--- src/rtl/axis_packet_buffer.sv ---
// axis_packet_buffer: AXI-Stream buffer with first-word-fall-through output.
// PACKET_MODE=0 streams beats through as soon as they are stored.
// PACKET_MODE=1 holds beats until a whole packet (tlast) is stored. An oversize
// packet that fills the buffer is released cut-through so the buffer cannot deadlock.
module axis_packet_buffer #(
    parameter int DATA_WIDTH  = 32,
    parameter int DEPTH       = 16,
    parameter int PACKET_MODE = 0
) (
    input  logic                      axis_aclk,
    input  logic                      axis_areset,
    input  logic [DATA_WIDTH-1:0]     s01_axis_tdata,
    input  logic [DATA_WIDTH/8-1:0]   s01_axis_tstrb,
    input  logic                      s01_axis_tvalid,
    input  logic                      s01_axis_tlast,
    output logic                      s01_axis_tready,
    output logic [DATA_WIDTH-1:0]     m01_axis_tdata,
    output logic [DATA_WIDTH/8-1:0]   m01_axis_tstrb,
    output logic                      m01_axis_tvalid,
    output logic                      m01_axis_tlast,
    input  logic                      m01_axis_tready,
    output logic [$clog2(DEPTH):0]    fill_count,
    output logic [$clog2(DEPTH):0]    pkt_count
);

    localparam int SW = DATA_WIDTH / 8;
    localparam int AW = $clog2(DEPTH);
    localparam int CW = AW + 1;
    localparam int EW = DATA_WIDTH + SW + 1;

    localparam logic [AW-1:0] PTR_ZERO = AW'(32'd0);
    localparam logic [AW-1:0] PTR_ONE  = AW'(32'd1);
    localparam logic [CW-1:0] CNT_ZERO = CW'(32'd0);
    localparam logic [CW-1:0] CNT_ONE  = CW'(32'd1);
    localparam logic [CW-1:0] CNT_FULL = CW'(DEPTH);

    // Output FSM: DRAIN means a packet has started leaving and must finish.
    typedef enum logic [0:0] {
        ST_IDLE  = 1'b0,
        ST_DRAIN = 1'b1
    } state_t;

    // Storage entry layout: {tlast, tstrb, tdata}
    logic [EW-1:0]         r_mem [DEPTH];
    logic [AW-1:0]         r_wr_ptr;
    logic [AW-1:0]         r_rd_ptr;
    logic [CW-1:0]         r_fill;
    logic [CW-1:0]         r_pkt;
    state_t                r_state;

    state_t                w_state_nxt;
    logic [CW-1:0]         w_fill_nxt;
    logic [CW-1:0]         w_pkt_nxt;
    logic [EW-1:0]         w_head;
    logic                  w_head_last;
    logic [SW-1:0]         w_head_strb;
    logic [DATA_WIDTH-1:0] w_head_data;
    logic                  w_full;
    logic                  w_empty;
    logic                  w_draining;
    logic                  w_valid;
    logic                  w_wr_en;
    logic                  w_rd_en;
    logic                  w_pkt_in;
    logic                  w_pkt_out;

    assign w_full      = (r_fill == CNT_FULL);
    assign w_empty     = (r_fill == CNT_ZERO);
    assign w_draining  = (r_state == ST_DRAIN) && !w_empty;

    assign w_head      = r_mem[r_rd_ptr];
    assign w_head_last = w_head[EW-1];
    assign w_head_strb = w_head[EW-2 -: SW];
    assign w_head_data = w_head[DATA_WIDTH-1:0];

    assign s01_axis_tready = !w_full && !axis_areset;
    assign w_wr_en   = s01_axis_tvalid && s01_axis_tready;
    assign w_rd_en   = w_valid && m01_axis_tready;
    assign w_pkt_in  = w_wr_en && s01_axis_tlast;
    assign w_pkt_out = w_rd_en && w_head_last;

    assign m01_axis_tvalid = w_valid;
    assign fill_count      = r_fill;
    assign pkt_count       = r_pkt;

    // Decide whether the head entry may be offered downstream in this mode.
    always_comb begin
        w_valid = 1'b0;
        if (axis_areset) begin
            w_valid = 1'b0;
        end else if (PACKET_MODE != 32'sd0) begin
            w_valid = (r_pkt != CNT_ZERO) || w_full || w_draining;
        end else begin
            w_valid = !w_empty;
        end
    end

    // Present the head entry while valid, otherwise hold the master bus at zero.
    always_comb begin
        m01_axis_tdata = {DATA_WIDTH{1'b0}};
        m01_axis_tstrb = {SW{1'b0}};
        m01_axis_tlast = 1'b0;
        if (w_valid) begin
            m01_axis_tdata = w_head_data;
            m01_axis_tstrb = w_head_strb;
            m01_axis_tlast = w_head_last;
        end else begin
            m01_axis_tdata = {DATA_WIDTH{1'b0}};
            m01_axis_tstrb = {SW{1'b0}};
            m01_axis_tlast = 1'b0;
        end
    end

    // Occupancy: a simultaneous write and read leaves the count unchanged.
    always_comb begin
        w_fill_nxt = r_fill;
        case ({w_wr_en, w_rd_en})
            2'b10:   w_fill_nxt = r_fill + CNT_ONE;
            2'b01:   w_fill_nxt = r_fill - CNT_ONE;
            default: w_fill_nxt = r_fill;
        endcase
    end

    // Complete-packet count: tlast beats in minus tlast beats out.
    always_comb begin
        w_pkt_nxt = r_pkt;
        case ({w_pkt_in, w_pkt_out})
            2'b10:   w_pkt_nxt = r_pkt + CNT_ONE;
            2'b01:   w_pkt_nxt = r_pkt - CNT_ONE;
            default: w_pkt_nxt = r_pkt;
        endcase
    end

    // Output FSM next state: enter DRAIN on a non-last read, leave on a last read.
    always_comb begin
        w_state_nxt = r_state;
        case (r_state)
            ST_IDLE: begin
                if (w_rd_en && !w_head_last) begin
                    w_state_nxt = ST_DRAIN;
                end else begin
                    w_state_nxt = ST_IDLE;
                end
            end
            ST_DRAIN: begin
                if (w_rd_en && w_head_last) begin
                    w_state_nxt = ST_IDLE;
                end else begin
                    w_state_nxt = ST_DRAIN;
                end
            end
            default: w_state_nxt = ST_IDLE;
        endcase
    end

    // Store accepted beats; contents are not cleared by reset.
    always_ff @(posedge axis_aclk) begin
        if (w_wr_en) begin
            r_mem[r_wr_ptr] <= {s01_axis_tlast, s01_axis_tstrb, s01_axis_tdata};
        end
    end

    // Pointers, counters and FSM state; DEPTH is a power of two so pointers wrap naturally.
    always_ff @(posedge axis_aclk) begin
        if (axis_areset) begin
            r_wr_ptr <= PTR_ZERO;
            r_rd_ptr <= PTR_ZERO;
            r_fill   <= CNT_ZERO;
            r_pkt    <= CNT_ZERO;
            r_state  <= ST_IDLE;
        end else begin
            if (w_wr_en) begin
                r_wr_ptr <= r_wr_ptr + PTR_ONE;
            end
            if (w_rd_en) begin
                r_rd_ptr <= r_rd_ptr + PTR_ONE;
            end
            r_fill  <= w_fill_nxt;
            r_pkt   <= w_pkt_nxt;
            r_state <= w_state_nxt;
        end
    end

endmodule
--- config.mk ---
export PLATFORM = sky130hd
export DESIGN_NAME = axis_packet_buffer
export DESIGN_NICKNAME = d
export VERILOG_FILES = /design/src/rtl/axis_packet_buffer.sv
export SDC_FILE = /design/constraint.sdc
export NUM_CORES = 1
export LEC_CHECK = 0
export ABC_AREA = 1
export BUFFER_PORTS_ARGS = -buffer_cell sky130_fd_sc_hd__buf_2
export CAP_MARGIN = 20
export CORE_MARGIN = 3
export CORE_UTILIZATION = 40
export CTS_BUF_LIST = sky130_fd_sc_hd__clkbuf_4 sky130_fd_sc_hd__clkbuf_8 sky130_fd_sc_hd__clkbuf_16
export DETAILED_ROUTE_END_ITERATION = 16
export PLACE_DENSITY_LB_ADDON = 0.12
export SYNTH_ARGS = -nofsm -noshare
export SYNTH_HDL_FRONTEND = slang
export SYNTH_SLANG_ARGS = --single-unit
--- constraint.sdc ---
create_clock -name axis_aclk -period 4.9 [get_ports axis_aclk]
set_clock_uncertainty 0.05 [all_clocks]
set_input_delay 0.245 -clock axis_aclk [delete_from_list [all_inputs] [get_ports axis_aclk]]
set_output_delay 0.245 -clock axis_aclk [all_outputs]
set_load 0.01 [all_outputs]
==> flow_metrics.env <==
export IMPL_pre_cts_slack_ns=1.35
export IMPL_fp_coreArea_um2=64800
export IMPL_hold_viol=0
export IMPL_syn_area_um2=26400
export IMPL_post_route_util_pct=46.3
export IMPL_synthCells=2532
export IMPL_ys_seq_elements=614
export IMPL_max_freq_ghz=0.243
export IMPL_htree_num_levels=3
export IMPL_root_buffer="clkbuf_16"
export IMPL_pwr_share_comb_pct=10.0
export IMPL_avgViaCountPerCell=4.89
export IMPL_cts_tree="built"
export IMPL_grt_max_degree=159
export IMPL_swShare_pct=24.2
export IMPL_syn_avg_cell_area_um2=10.4
export IMPL_fp_row_count=93
export IMPL_worstHoldPathCells=1
export IMPL_dominantRegCellSynth="edfxtp_1"
export IMPL_gp_congestion=0.746
export IMPL_clk_latency_ns=0.58
export IMPL_critPathLaunchType="flip-flop"
export IMPL_p_clk_share_pct=40.6
export IMPL_p_seq_share_pct=49.4
export IMPL_start_util_pct=40.7
export IMPL_clk_pin_slew_ns=0.06
export IMPL_ys_seq_area_share_pct=69.1
export IMPL_num_nets_final=2691
export IMPL_drc=0
export IMPL_critPathArrivalTime_ns=3.82
export IMPL_vias=17300
export IMPL_dpl_cell_area_um2=27600
export IMPL_holdPathEnd="r_mem[6][31]"
export IMPL_ioPinCount=90
export IMPL_holdCritPathClass="in -> reg"
export IMPL_cts_hold_buffers=36
export IMPL_clock_sinks=614
export IMPL_ys_top_cells_by_count="nand2_1, edfxtp_1, inv_1, nand3_1, nor2_1"
export IMPL_worst_pin_slew_ns=1.06
export IMPL_synth_distinct_cells=24
export IMPL_internal_power_mw=9.01
export IMPL_powerDensity_nw_per_um2=396
export IMPL_slowest_stage="buf_4"
export IMPL_portBuffers=89
export IMPL_syn2layout_area_growth_pct=13.9
export IMPL_routedWlPerCell_um=18.8
export IMPL_rsz0062_at_grt="no"
export IMPL_switchingPower_mw=2.88
export IMPL_numCtsBuffers=67
export IMPL_crit_chain="inv_8, buf_4, o21ai_0, nand3_1, a21oi_1, nor2_1, buf_2"
export IMPL_cts_resized_gates=0
export IMPL_drv_slew=0
export IMPL_rr_worst_depth=19
export IMPL_setup_ws_ns=0.786
export IMPL_grt_first_pass_wirelength_um=102000
export IMPL_gr_total_overflow=0
export IMPL_drive_gt1_share_pct=9.22
export IMPL_ys_warn_count=0
export IMPL_die_w_um=263
export IMPL_drtIter0Drc=1343
export IMPL_yosys_top_cells_area="edfxtp_1, nand2_1, nand3_1, inv_1, nor2_1"
export IMPL_ant_nets=0
export IMPL_p_leak_nw=12.5
export IMPL_hpwl_um=34200
export IMPL_r2r_slack_ns=1.40
export IMPL_yosys_cell_count_top_type="nand2_1"
export IMPL_yosysTopAreaCell="edfxtp_1"
export IMPL_max_stage_delay_ns=0.79
export IMPL_slew_headroom_pct=29.2
export IMPL_drt_total_wl_um=66400
export IMPL_path_class="reg -> out"
export IMPL_fin_crit_sh_pct=84.0
export IMPL_netlist_area_leader_share_pct=67.4
export IMPL_post_cts_setup_buffer_count=0
export IMPL_ir_drop_mv=0.208
export IMPL_stdcell_area_um2=30000
export IMPL_layout_min_cycle_time_ns=4.11
export IMPL_syn_num_nets=2586
export IMPL_synth_edf_count=592
export IMPL_required_ns=4.61
export IMPL_drtPass1Iterations=5
export IMPL_cp_end_kind="output port"
export IMPL_min_delay_start="s01_axis_tdata[31]"
export IMPL_reg2reg_to="pkt_count[4]"
export IMPL_status="finished, final reports clean"
export IMPL_critical_path_peak_fanout=145
export IMPL_grt_pass1_vias=17000
export IMPL_finalSetupViolCount=0
export IMPL_dieHeight_um=263
export IMPL_die_area_um2=69000
export IMPL_antenna_found_initial=3
export IMPL_grt_use_total_pct=19.0
export IMPL_setup_tns_ns=0
export IMPL_max_cap_violations=0
export IMPL_async_flop_share_pct=0
export IMPL_cts_buffer_depth=3
## worst max-delay path by stage
stage | startpoint | endpoint | slack (ns) | cells past startpoint
final | flip-flop | m01_axis_tdata[1] | 0.79 | 7
after global routing | flip-flop | m01_axis_tdata[20] | 0.46 | 11
after CTS | flip-flop | m01_axis_tdata[20] | 0.73 | 11
after detailed placement | flip-flop | pkt_count[4] | 1.35 | 19
after global placement | flip-flop | m01_axis_tdata[29] | 1.33 | 11
after floorplan | fill_count[1] | r_mem[0][0] | 1.81 | 6
## per-layer routing
metal	global-route usage (%)	wire, um	vias to the layer above
li1	-	-	8465
met1	26.0	30600	8425
met2	32.2	31900	335
met3	2.57	2820	75
met4	4.69	993	0
met5	0	0	-
## kinds of logic after synthesis
kind of cell	synth area share, %
adder cells (fa/ha/maj)	0.646
flip-flops	69.1
buffers and inverters	7.32
XOR/XNOR	0.299
AO/OA/AOI/OAI	1.85
AND/OR/NAND/NOR	20.8
## per-stage QoR
step	power, mW	instances	hold slack, ns
after floorplan	6.77	2532	0.294
after global placement	7.15	3387	0.454
after detailed placement	7.16	3387	0.457
after CTS	12.0	3533	0.00117
after global routing	12.4	3534	0.0208
final	11.9	3536	0.0274
## layout by cell type (no fill, tap or decap)
cell type      instances
inv_1                316
a21oi_1               51
xnor2_1                4
inv_6                  3
xor2_1                 5
nor2_1               121
edfxtp_1             592
ha_1                  12
clkbuf_4              14
fa_1                   1
clkinv_1              14
buf_2                 89
dlygate4sd3_1         36
nand4_1                2
nor2_4                16
clkinv_2               8
o21ai_1               15
clkinvlp_4             1
nand3_1              317
dfxtp_1               19
diode_2                3
a21o_1                 1
nand2_1              895
clkbuf_16             69
o21ai_0               30
inv_2                  3
bufinv_16              4
inv_8                  1
buf_12                 1
dfxtp_4                3
buf_4                 35
## sequential cells by signal, summed over array words and instances, names as in the netlist, named ones only
signal      count
r_wr_ptr        4
r_mem         592
fill_count      5
r_rd_ptr        4
pkt_count       5
## critical path: cells and delay by family (launching register included)
family / cells / cell delay (ns)
and+or+nand+nor: 2 / 0.46
AOI/OAI and AO/OA: 2 / 0.33
buffers and inverters: 3 / 1.75
DFF: 1 / 0.56
## cell type report
| type | instances | area, um2 |
|---|---|---|
| antenna | 3 | 7.51 |
| clock buffer | 83 | 1830 |
| clock inverter | 27 | 229 |
| fill | 5987 | 34800 |
| inverter | 323 | 1230 |
| multi-input combinational | 1470 | 6330 |
| sequential | 614 | 18200 |
| tap | 855 | 1070 |
| timing repair buffer | 161 | 1090 |
## power groups by stage
| stage | sequential [mW] | clock (mW) | combinational [mW] |
|---|---|---|---|
| finish | 5.87 | 4.83 | 1.19 |
| global route | 5.87 | 5.14 | 1.36 |
| CTS | 5.87 | 4.94 | 1.21 |
| detailed placement | 5.98 | 0 | 1.19 |
| global placement | 5.98 | 0 | 1.18 |
| floorplan | 5.94 | 0 | 0.830 |
(Power assumes the default switching activity.)
